<file path="config.mk">
export PLATFORM = sky130hd
export DESIGN_NAME = q_sys_led_pio_arbiter
export DESIGN_NICKNAME = d
export VERILOG_FILES = /design/src/rtl/q_sys_led_pkg.sv /design/src/rtl/q_sys_led_pio_arbiter_rr.sv /design/src/rtl/q_sys_led_pio_arbiter.sv
export SDC_FILE = /design/constraint.sdc
export NUM_CORES = 1
export LEC_CHECK = 0
export BUFFER_PORTS_ARGS = -buffer_cell sky130_fd_sc_hd__buf_2
export CELL_PAD_IN_SITES_DETAIL_PLACEMENT = 2
export CELL_PAD_IN_SITES_GLOBAL_PLACEMENT = 2
export CORE_MARGIN = 1.5
export CORE_UTILIZATION = 29
export CTS_CLUSTER_SIZE = 20
export DETAILED_ROUTE_END_ITERATION = 8
export GPL_TIMING_DRIVEN = 0
export PLACE_DENSITY = 0.8
export SYNTH_ARGS = -nofsm -noshare
export SYNTH_HDL_FRONTEND = slang
export SYNTH_HIERARCHICAL = 1
export SYNTH_SLANG_ARGS = --single-unit
</file>
<file path="constraint.sdc">
create_clock -name clk -period 3.4 [get_ports clk]
set_clock_uncertainty 0.1 [all_clocks]
set_input_delay 0.34 -clock clk [delete_from_list [all_inputs] [get_ports clk]]
set_output_delay 0.34 -clock clk [all_outputs]
set_load 0.02 [all_outputs]
</file>
<file path="src/rtl/q_sys_led_pkg.sv">
// Shared encodings for the LED PIO arbiter: requester ops, PIO register map and FSM states.
package q_sys_led_pkg;

  typedef enum logic [1:0] {
    OP_WRITE = 2'b00,
    OP_SET   = 2'b01,
    OP_CLR   = 2'b10,
    OP_NOP   = 2'b11
  } op_t;

  localparam logic [2:0] PIO_DATA = 3'd0;
  localparam logic [2:0] PIO_SET  = 3'd4;
  localparam logic [2:0] PIO_CLR  = 3'd5;

  typedef enum logic [1:0] {
    IDLE,
    WRITE,
    DONE
  } state_t;

  function automatic logic [2:0] op_addr(input op_t op);
    logic [2:0] a;
    case (op)
      OP_SET:  a = PIO_SET;
      OP_CLR:  a = PIO_CLR;
      default: a = PIO_DATA;
    endcase
    return a;
  endfunction

endpackage

</file>
<file path="src/rtl/q_sys_led_pio_arbiter_rr.sv">
// Combinational round-robin pick: first set req bit scanning upward from ptr+1, wrapping at NREQ.
module rr_arbiter_comb #(
  parameter int unsigned NREQ  = 4,
  parameter int unsigned IDX_W = (NREQ > 1) ? $clog2(NREQ) : 1
) (
  input  logic [NREQ-1:0]  req,
  input  logic [IDX_W-1:0] ptr,
  output logic [IDX_W-1:0] winner,
  output logic             valid
);

  int unsigned idx;

  // Walk offsets from farthest to nearest so the nearest requester overwrites.
  always_comb begin
    winner = '0;
    valid  = 1'b0;
    idx    = 0;
    for (int unsigned off = NREQ; off > 0; off--) begin
      idx = (32'(ptr) + off) % NREQ;
      if (req[IDX_W'(idx)]) begin
        winner = IDX_W'(idx);
        valid  = 1'b1;
      end
    end
  end

endmodule

</file>
<file path="src/rtl/q_sys_led_pio_arbiter.sv">
// Round-robin sharing of the LED PIO s1 port; one Avalon-MM write per grant, shadowed LED state.
module q_sys_led_pio_arbiter
  import q_sys_led_pkg::*;
#(
  parameter int unsigned NREQ   = 4,
  parameter int unsigned LED_W  = 8,
  parameter int unsigned ADDR_W = 3
) (
  input  logic                  clk,
  input  logic                  reset_n,
  input  logic [NREQ-1:0]       req,
  input  logic [2*NREQ-1:0]     req_op,
  input  logic [LED_W*NREQ-1:0] req_mask,
  output logic [NREQ-1:0]       ack,
  output logic [ADDR_W-1:0]     m_address,
  output logic                  m_chipselect,
  output logic                  m_write_n,
  output logic [31:0]           m_writedata,
  input  logic                  m_waitrequest,
  output logic [LED_W-1:0]      led_shadow,
  output logic                  busy
);

  localparam int unsigned IDX_W = (NREQ > 1) ? $clog2(NREQ) : 1;

  state_t            state_q, state_d;
  logic [IDX_W-1:0]  ptr_q, ptr_d;
  logic [IDX_W-1:0]  win_q, win_d;
  op_t               op_q, op_d;
  logic [LED_W-1:0]  mask_q, mask_d;
  logic [ADDR_W-1:0] addr_q, addr_d;
  logic              cs_q, cs_d;
  logic              wr_n_q, wr_n_d;
  logic [31:0]       wdata_q, wdata_d;
  logic [LED_W-1:0]  shadow_q, shadow_d;
  logic [NREQ-1:0]   ack_q, ack_d;

  logic [IDX_W-1:0]  arb_winner;
  logic              arb_valid;
  logic [1:0]        sel_op;
  logic [LED_W-1:0]  sel_mask;

  rr_arbiter_comb #(
    .NREQ  (NREQ),
    .IDX_W (IDX_W)
  ) u_rr (
    .req    (req),
    .ptr    (ptr_q),
    .winner (arb_winner),
    .valid  (arb_valid)
  );

  always_comb begin
    sel_op   = '0;
    sel_mask = '0;
    for (int unsigned i = 0; i < NREQ; i++) begin
      if (IDX_W'(i) == arb_winner) begin
        sel_op   = req_op[2*i +: 2];
        sel_mask = req_mask[LED_W*i +: LED_W];
      end
    end
  end

  always_comb begin
    state_d  = state_q;
    ptr_d    = ptr_q;
    win_d    = win_q;
    op_d     = op_q;
    mask_d   = mask_q;
    addr_d   = addr_q;
    cs_d     = cs_q;
    wr_n_d   = wr_n_q;
    wdata_d  = wdata_q;
    shadow_d = shadow_q;
    ack_d    = '0;
    unique case (state_q)
      IDLE: begin
        if (arb_valid) begin
          win_d  = arb_winner;
          ptr_d  = arb_winner;
          op_d   = op_t'(sel_op);
          mask_d = sel_mask;
          if (op_t'(sel_op) == OP_NOP) begin
            state_d            = DONE;
            ack_d[arb_winner]  = 1'b1;
          end else begin
            state_d              = WRITE;
            cs_d                 = 1'b1;
            wr_n_d               = 1'b0;
            addr_d               = ADDR_W'(op_addr(op_t'(sel_op)));
            wdata_d              = '0;
            wdata_d[LED_W-1:0]   = sel_mask;
          end
        end
      end
      // Bus registers simply hold while the fabric stalls.
      WRITE: begin
        if (!m_waitrequest) begin
          state_d       = DONE;
          cs_d          = 1'b0;
          wr_n_d        = 1'b1;
          addr_d        = '0;
          wdata_d       = '0;
          ack_d[win_q]  = 1'b1;
          case (op_q)
            OP_WRITE: shadow_d = mask_q;
            OP_SET:   shadow_d = shadow_q | mask_q;
            OP_CLR:   shadow_d = shadow_q & ~mask_q;
            default:  shadow_d = shadow_q;
          endcase
        end
      end
      DONE:    state_d = IDLE;
      default: state_d = IDLE;
    endcase
  end

  always_ff @(posedge clk or negedge reset_n) begin
    if (!reset_n) begin
      state_q  <= IDLE;
      ptr_q    <= IDX_W'(NREQ - 1);
      win_q    <= '0;
      op_q     <= OP_WRITE;
      mask_q   <= '0;
      addr_q   <= '0;
      cs_q     <= 1'b0;
      wr_n_q   <= 1'b1;
      wdata_q  <= '0;
      shadow_q <= '0;
      ack_q    <= '0;
    end else begin
      state_q  <= state_d;
      ptr_q    <= ptr_d;
      win_q    <= win_d;
      op_q     <= op_d;
      mask_q   <= mask_d;
      addr_q   <= addr_d;
      cs_q     <= cs_d;
      wr_n_q   <= wr_n_d;
      wdata_q  <= wdata_d;
      shadow_q <= shadow_d;
      ack_q    <= ack_d;
    end
  end

  assign ack          = ack_q;
  assign m_address    = addr_q;
  assign m_chipselect = cs_q;
  assign m_write_n    = wr_n_q;
  assign m_writedata  = wdata_q;
  assign led_shadow   = shadow_q;
  assign busy         = (state_q != IDLE);

endmodule

</file>
# Yosys cells after proc, flatten, opt, wreduce, memory -nomap -nowiden
# Index checks and enable logic that the tools add are counted.
[word_totals]
register_bits = 65
input_bits = 47
out_inout_bits = 50
wordCells = 105
[op_classes]
n_addsub = 4
magnitude_cmp = 8
eq_ne = 12
muxes = 54
bitwise = 4
n_reduce_logical = 12
[ops]
columns = ["operator", "n"]
rows = [
  ["$mux W32", 3],
  ["$pmux W32 S2", 1],
  ["$mux W8", 4],
  ["$pmux W8 S3", 1],
  ["$mux W2", 11],
  ["$lt A2 B3 Y1 const B", 6],
  ["$mux W1", 16],
  ["$mux W4", 3],
  ["$pmux W3 S2", 2],
  ["$mux W3", 3],
  ["$and A8 B8 Y8", 1],
  ["$bmux W1 S2", 4],
  ["$not A8 Y8", 1],
  ["$or A8 B8 Y8", 1],
  ["$pmux W4 S2", 1],
  ["$eq A2 B1 Y1 const B", 3],
  ["$eq A2 B2 Y1 const B", 3],
  ["$logic_not A2 Y1", 3],
  ["$ne A2 B2 Y1 const B", 3],
  ["$add A2 B1 Y2 const B", 2],
  ["$add A2 B2 Y2 const B", 2],
  ["$demux W1 S2", 2],
  ["$eq A2 B2 Y1 const A", 2],
  ["$ge A2 B1 Y1 const B", 2],
  ["10 further kinds", 14],
]

# Logic depth before layout (Yosys ltp)
[depth]
ltp_word = 17
ltp_mapped = 11
ltp_nobuf = 8

# Cells and area by module
# Netlist, hierarchy kept.
[modules_own_cells]
columns = ["mod", "instances", "cells_per_inst", "area_each_um2", "seq_area_each_um2"]
rows = [
  ["q_sys_led_pio_arbiter", 1, 181, 2208.4, 1004.7],
  ["rr_arbiter_comb", 1, 14, 91.3, 0.0],
]

# Worst setup path before layout
# No wires, ideal clock.
[synth_timing]
path_kind = "register to register"
start = "register ptr_q[1]"
end = "register wdata_q[0], in the netlist m_writedata[0]"
setup_ns = 0.121
arrival_time_ns = 2.828
required_time_ns = 3.179
setup_slack_ns = 0.351
stages_incl_launch_ff = 12
n_path_buf = 3
path_cell_list = "dfstp_2 nand2b_1 a21oi_2 o221ai_2 buf_6 buf_12 mux4_2 ha_1 or3b_1 a21o_1 buf_6 a22o_1"
[synth_via]
elab_chain_cells = 15
elab_cells_between_ends = 39
cone_classes = "add/sub (4); eq/ne (6); mux (27); reduce/logical (2)"
[synth_rtl]
columns = ["element", "line", "source"]
rows = [
  ["start: declaration", "q_sys_led_pio_arbiter.sv:27", "logic [IDX_W-1:0] ptr_q, ptr_d;"],
  ["start signal: assignment", "q_sys_led_pio_arbiter.sv:121", "ptr_q <= IDX_W'(NREQ - 1);"],
  ["start signal: assignment", "q_sys_led_pio_arbiter.sv:133", "ptr_q <= ptr_d;"],
  ["$add A2 B1 Y2", "q_sys_led_pio_arbiter_rr.sv:20", "idx = (32'(ptr) + off) % NREQ;"],
  ["$bmux W1 S2", "q_sys_led_pio_arbiter_rr.sv:21", "if (req[IDX_W'(idx)]) begin"],
  ["$mux W1 (not written as such)", "q_sys_led_pio_arbiter_rr.sv:21", ""],
  ["$mux W2 (3 in a row)", "q_sys_led_pio_arbiter_rr.sv:21", ""],
  ["$mux W2 *", "q_sys_led_pio_arbiter_rr.sv:21", ""],
  ["net arb_winner[0]", "q_sys_led_pio_arbiter.sv:38", "logic [IDX_W-1:0] arb_winner;"],
  ["$logic_not A2 Y1", "q_sys_led_pio_arbiter.sv:57", "if (IDX_W'(i) == arb_winner) begin"],
  ["$mux W2 (3 in a row)", "q_sys_led_pio_arbiter.sv:57", ""],
  ["$mux W2 *", "q_sys_led_pio_arbiter.sv:57", ""],
  ["net sel_op[1]", "q_sys_led_pio_arbiter.sv:40", "logic [1:0] sel_op;"],
  ["$eq A2 B2 Y1 *", "q_sys_led_pio_arbiter.sv:83", "if (op_t'(sel_op) == OP_NOP) begin"],
  ["$ne A2 B2 Y1 (no line) *", "--", ""],
  ["$reduce_and A4 Y1 (no line) *", "--", ""],
  ["end signal: assignment", "q_sys_led_pio_arbiter.sv:140", "wdata_q <= wdata_d;"],
  ["end: declaration", "q_sys_led_pio_arbiter.sv:34", "logic [31:0] wdata_q, wdata_d;"],
]
# The timed path passes the listed nets; every way through them passes the cells marked *. The select of a mux whose other input is x is not followed.
# A chain may end at the register's enable or synchronous reset.

# Final worst setup path
# Same ends and word-level chain as after synthesis.

==> results.py <==
metrics = {
    "final_layout": {
        "layout_common_cells": "buf_2, dfrtp_1, buf_4, conb_1, a21oi_1",
        "final_common_cell": "buf_2",
        "area_delta_synth_final_pct": 29.9,
        "drive_above_1_share_pct": 46.6,
        "regArea_mm2": 0.00100,
        "antenna_cells": 0,
        "multi_input_area_mm2": 0.00109,
        "nNetsFinal": 349,
        "nFillCells": 887,
    },
    "route": {
        "vias_per_cell": 4.69,
        "wl_met3_um": 311,
        "route.met2.wl_um": 3590,
        "route.antenna.remaining_nets": 0,
        "drc_errors": 0,
        "wl_um": 6640,
        "topRoutingLayerUsed": "met4",
        "drt_iter0_drc": 50,
        "first_pass_iters": 3,
        "drt-wirelength-per-cell_um": 16.6,
        "num_vias": 1874,
        "met1_length_um": 2630,
    },
    "grt": {
        "grt_max_degree": 41,
        "grt_pass1_vias": 2018,
        "grt_usage_pct": 16.1,
        "antenna_found_initial": 0,
        "overflow": 0,
        "grt_pass1_wl_um": 10400,
    },
    "clocking": {
        "cts_hold_buf": 0,
        "clk_pin_slew_worst_paths_ns": 0.09,
        "cts-root-buf": "clkbuf_8",
        "clock_latency_ns": 0.30,
        "clock_sinks": 40,
        "cts_buffers": 5,
        "clockBufferDepth": 2,
        "cts_tree": "yes",
        "htreeDepth": 2,
    },
    "logic_synthesis": {
        "synth_area_leader_cell": "dfrtp_1",
        "netlist_instances": 195,
        "synth_cell_types": 39,
        "yosys.area.top_type_share_pct": 40.3,
        "syn_area_per_cell_um2": 11.8,
        "yosys_warnings": 6,
        "synth-seq-cells": 40,
        "async_flop_share_pct": 100,
        "synth_area_mm2": 0.00230,
        "ys.flop_type": "dfrtp_1",
        "synth_edf_count": 0,
        "yosys-top-cells-area": "dfrtp_1, buf_4, mux4_2",
        "synth-seq-area-share_pct": 43.7,
    },
    "critical_path": {
        "cp_max_fo": 10,
        "arrival_ns": 3.33,
        "crit_required_ns": 3.48,
        "start_kind": "flip-flop",
        "worstSetupEndpointType": "flip-flop",
        "worstSetupPathType": "reg -> reg",
    },
    "placed_design": {
        "hpwl_um": 5060,
        "numPortBuffers": 71,
        "finalWeightedCongestion": 0.743,
        "pre_cts_slack_ns": 0.0418,
    },
    "flow_run": {
        "drv_cap": 0,
    },
    "sta": {
        "finalCritPeriodShare_pct": 95.4,
        "fin_crit_ns": 3.24,
        "slew_headroom_pct": 38.5,
        "finalHoldViolations": 0,
        "setup_tns_ns": 0,
        "finalMaxSlewViolations": 0,
        "grt_setup_unrepaired": "no",
        "worst_pin_slew_ns": 0.923,
        "setup_viol_count_final": 0,
        "fmax_mhz": 308,
        "fin_ws_ns": 0.157,
    },
    "floorplan": {
        "rows": 32,
        "die_h_um": 92.1,
        "ios": 97,
        "die_width_um": 92.1,
        "coreArea_mm2": 0.00769,
        "start_util_pct": 29.9,
        "die_area_mm2": 0.00847,
    },
    "power_and_ir_drop": {
        "p_leak_nw": 1.52,
        "peakVddDrop_v": 0.000271,
        "p_per_area_mw_per_mm2": 961,
    },
    "status": {
        "status": "finished clean",
    },
    "hold_path": {
        "hold_class": "in -> async",
    },
}
-- logic make-up after synthesis --
logic type / Yosys count / share of synthesized area, %
buf+inv: 44 / 13.1
simple gates: 32 / 8.87
fa+ha+maj: 5 / 2.72
flops: 40 / 43.7
other cells: 1 / 0.163
compound gates: 52 / 15.0
mux: 21 / 16.4
-- registers in the layout, indices dropped and copies added, names as in the netlist, 2 cells and up --
name         cells
state_q          2
win_q            2
m_writedata      8
ack              4
led_shadow       8
mask_q           8
ptr_q            2
m_address        2
op_q             2
-- cell type report --
type                    count  share of cell area [%]
inverters                  10                    1.26
multi-input cells         135                    36.5
flip-flops and latches     40                    33.6
repair buffers             71                    11.9
clock inverters             2                    1.17
plain buffers              34                    8.84
clock buffers               6                    2.43
well taps                 102                    4.27
-- path summary, 6_finish.rpt --
check | start | to | slack (ns) | cells after the start
worst min register to register | m_chipselect | m_chipselect | 0.40 | 1
worst max register to register | ptr_q[1] | m_writedata[0] | 0.16 | 11
min in group clk | m_waitrequest | state_q[0] | 0.28 | 2
max in group asynchronous | reset_n | op_q[0] | 2.54 | 1
worst max-delay path | ptr_q[1] | m_writedata[0] | 0.16 | 11
worst min-delay path | reset_n | led_shadow[2] | 0.06 | 1
-- metal layers --
metal  track usage, %  vias up
met5                0        -
met1             18.6      957
met3             3.65        9
met2             29.5       48
li1                 -      860
met4             4.87        0
-- cells in the mapped netlist (2+ instances only) --
cell,n
dfstp_2,3
a22o_1,10
nand2_1,6
o32ai_1,2
ha_1,5
mux4_1,4
o21ai_1,2
mux2_2,6
or2_2,2
nor2_1,4
buf_6,2
buf_4,27
o21ai_0,3
a21o_1,2
mux2_4,4
inv_1,10
o22ai_1,9
buf_2,3
mux4_2,6
a21oi_1,19
dfrtp_1,37
nand2b_1,5
nor2b_1,8
-- power by group --
group	switching, mW	internal (mW)
clock	0.171	0.218
combinational	0.859	0.708
sequential	0.193	0.721
total	1.22	1.65
-- through the flow --
step | hold WS [ns] | instances | power [mW] | utilization (%) | area [µm²]
final | 0.0626 | 400 | 2.87 | 38.9 | 2990
after global routing | 0.135 | 400 | 3.06 | 38.9 | 2990
after CTS | 0.0947 | 400 | 2.91 | 38.8 | 2980
after detailed placement | 0.366 | 392 | 2.48 | 37.4 | 2870
after global placement | 0.349 | 392 | 2.40 | 37.4 | 2870
after floorplan | -0.0556 | 219 | 2.00 | - | 2390
-- worst max-delay path, cell delays in order, from the launching register on --
cell and delay (ns):
dfstp_2 0.59, nand2b_1 0.14, a21oi_2 0.06, o221ai_2 0.17, buf_6 0.16, buf_12 0.15
mux4_2 0.54, ha_2 0.25, or3b_1 0.35, a21o_1 0.23, buf_6 0.16, a22o_1 0.23
-- timing repair --
item                                   CTS  global route
setup buffers                            0             0
resized for setup                        1             1
endpoints found under the hold margin    0             0
gates cloned                             0             0
setup endpoints to repair                4             8
No activity file was read; power rests on OpenSTA's default activity.
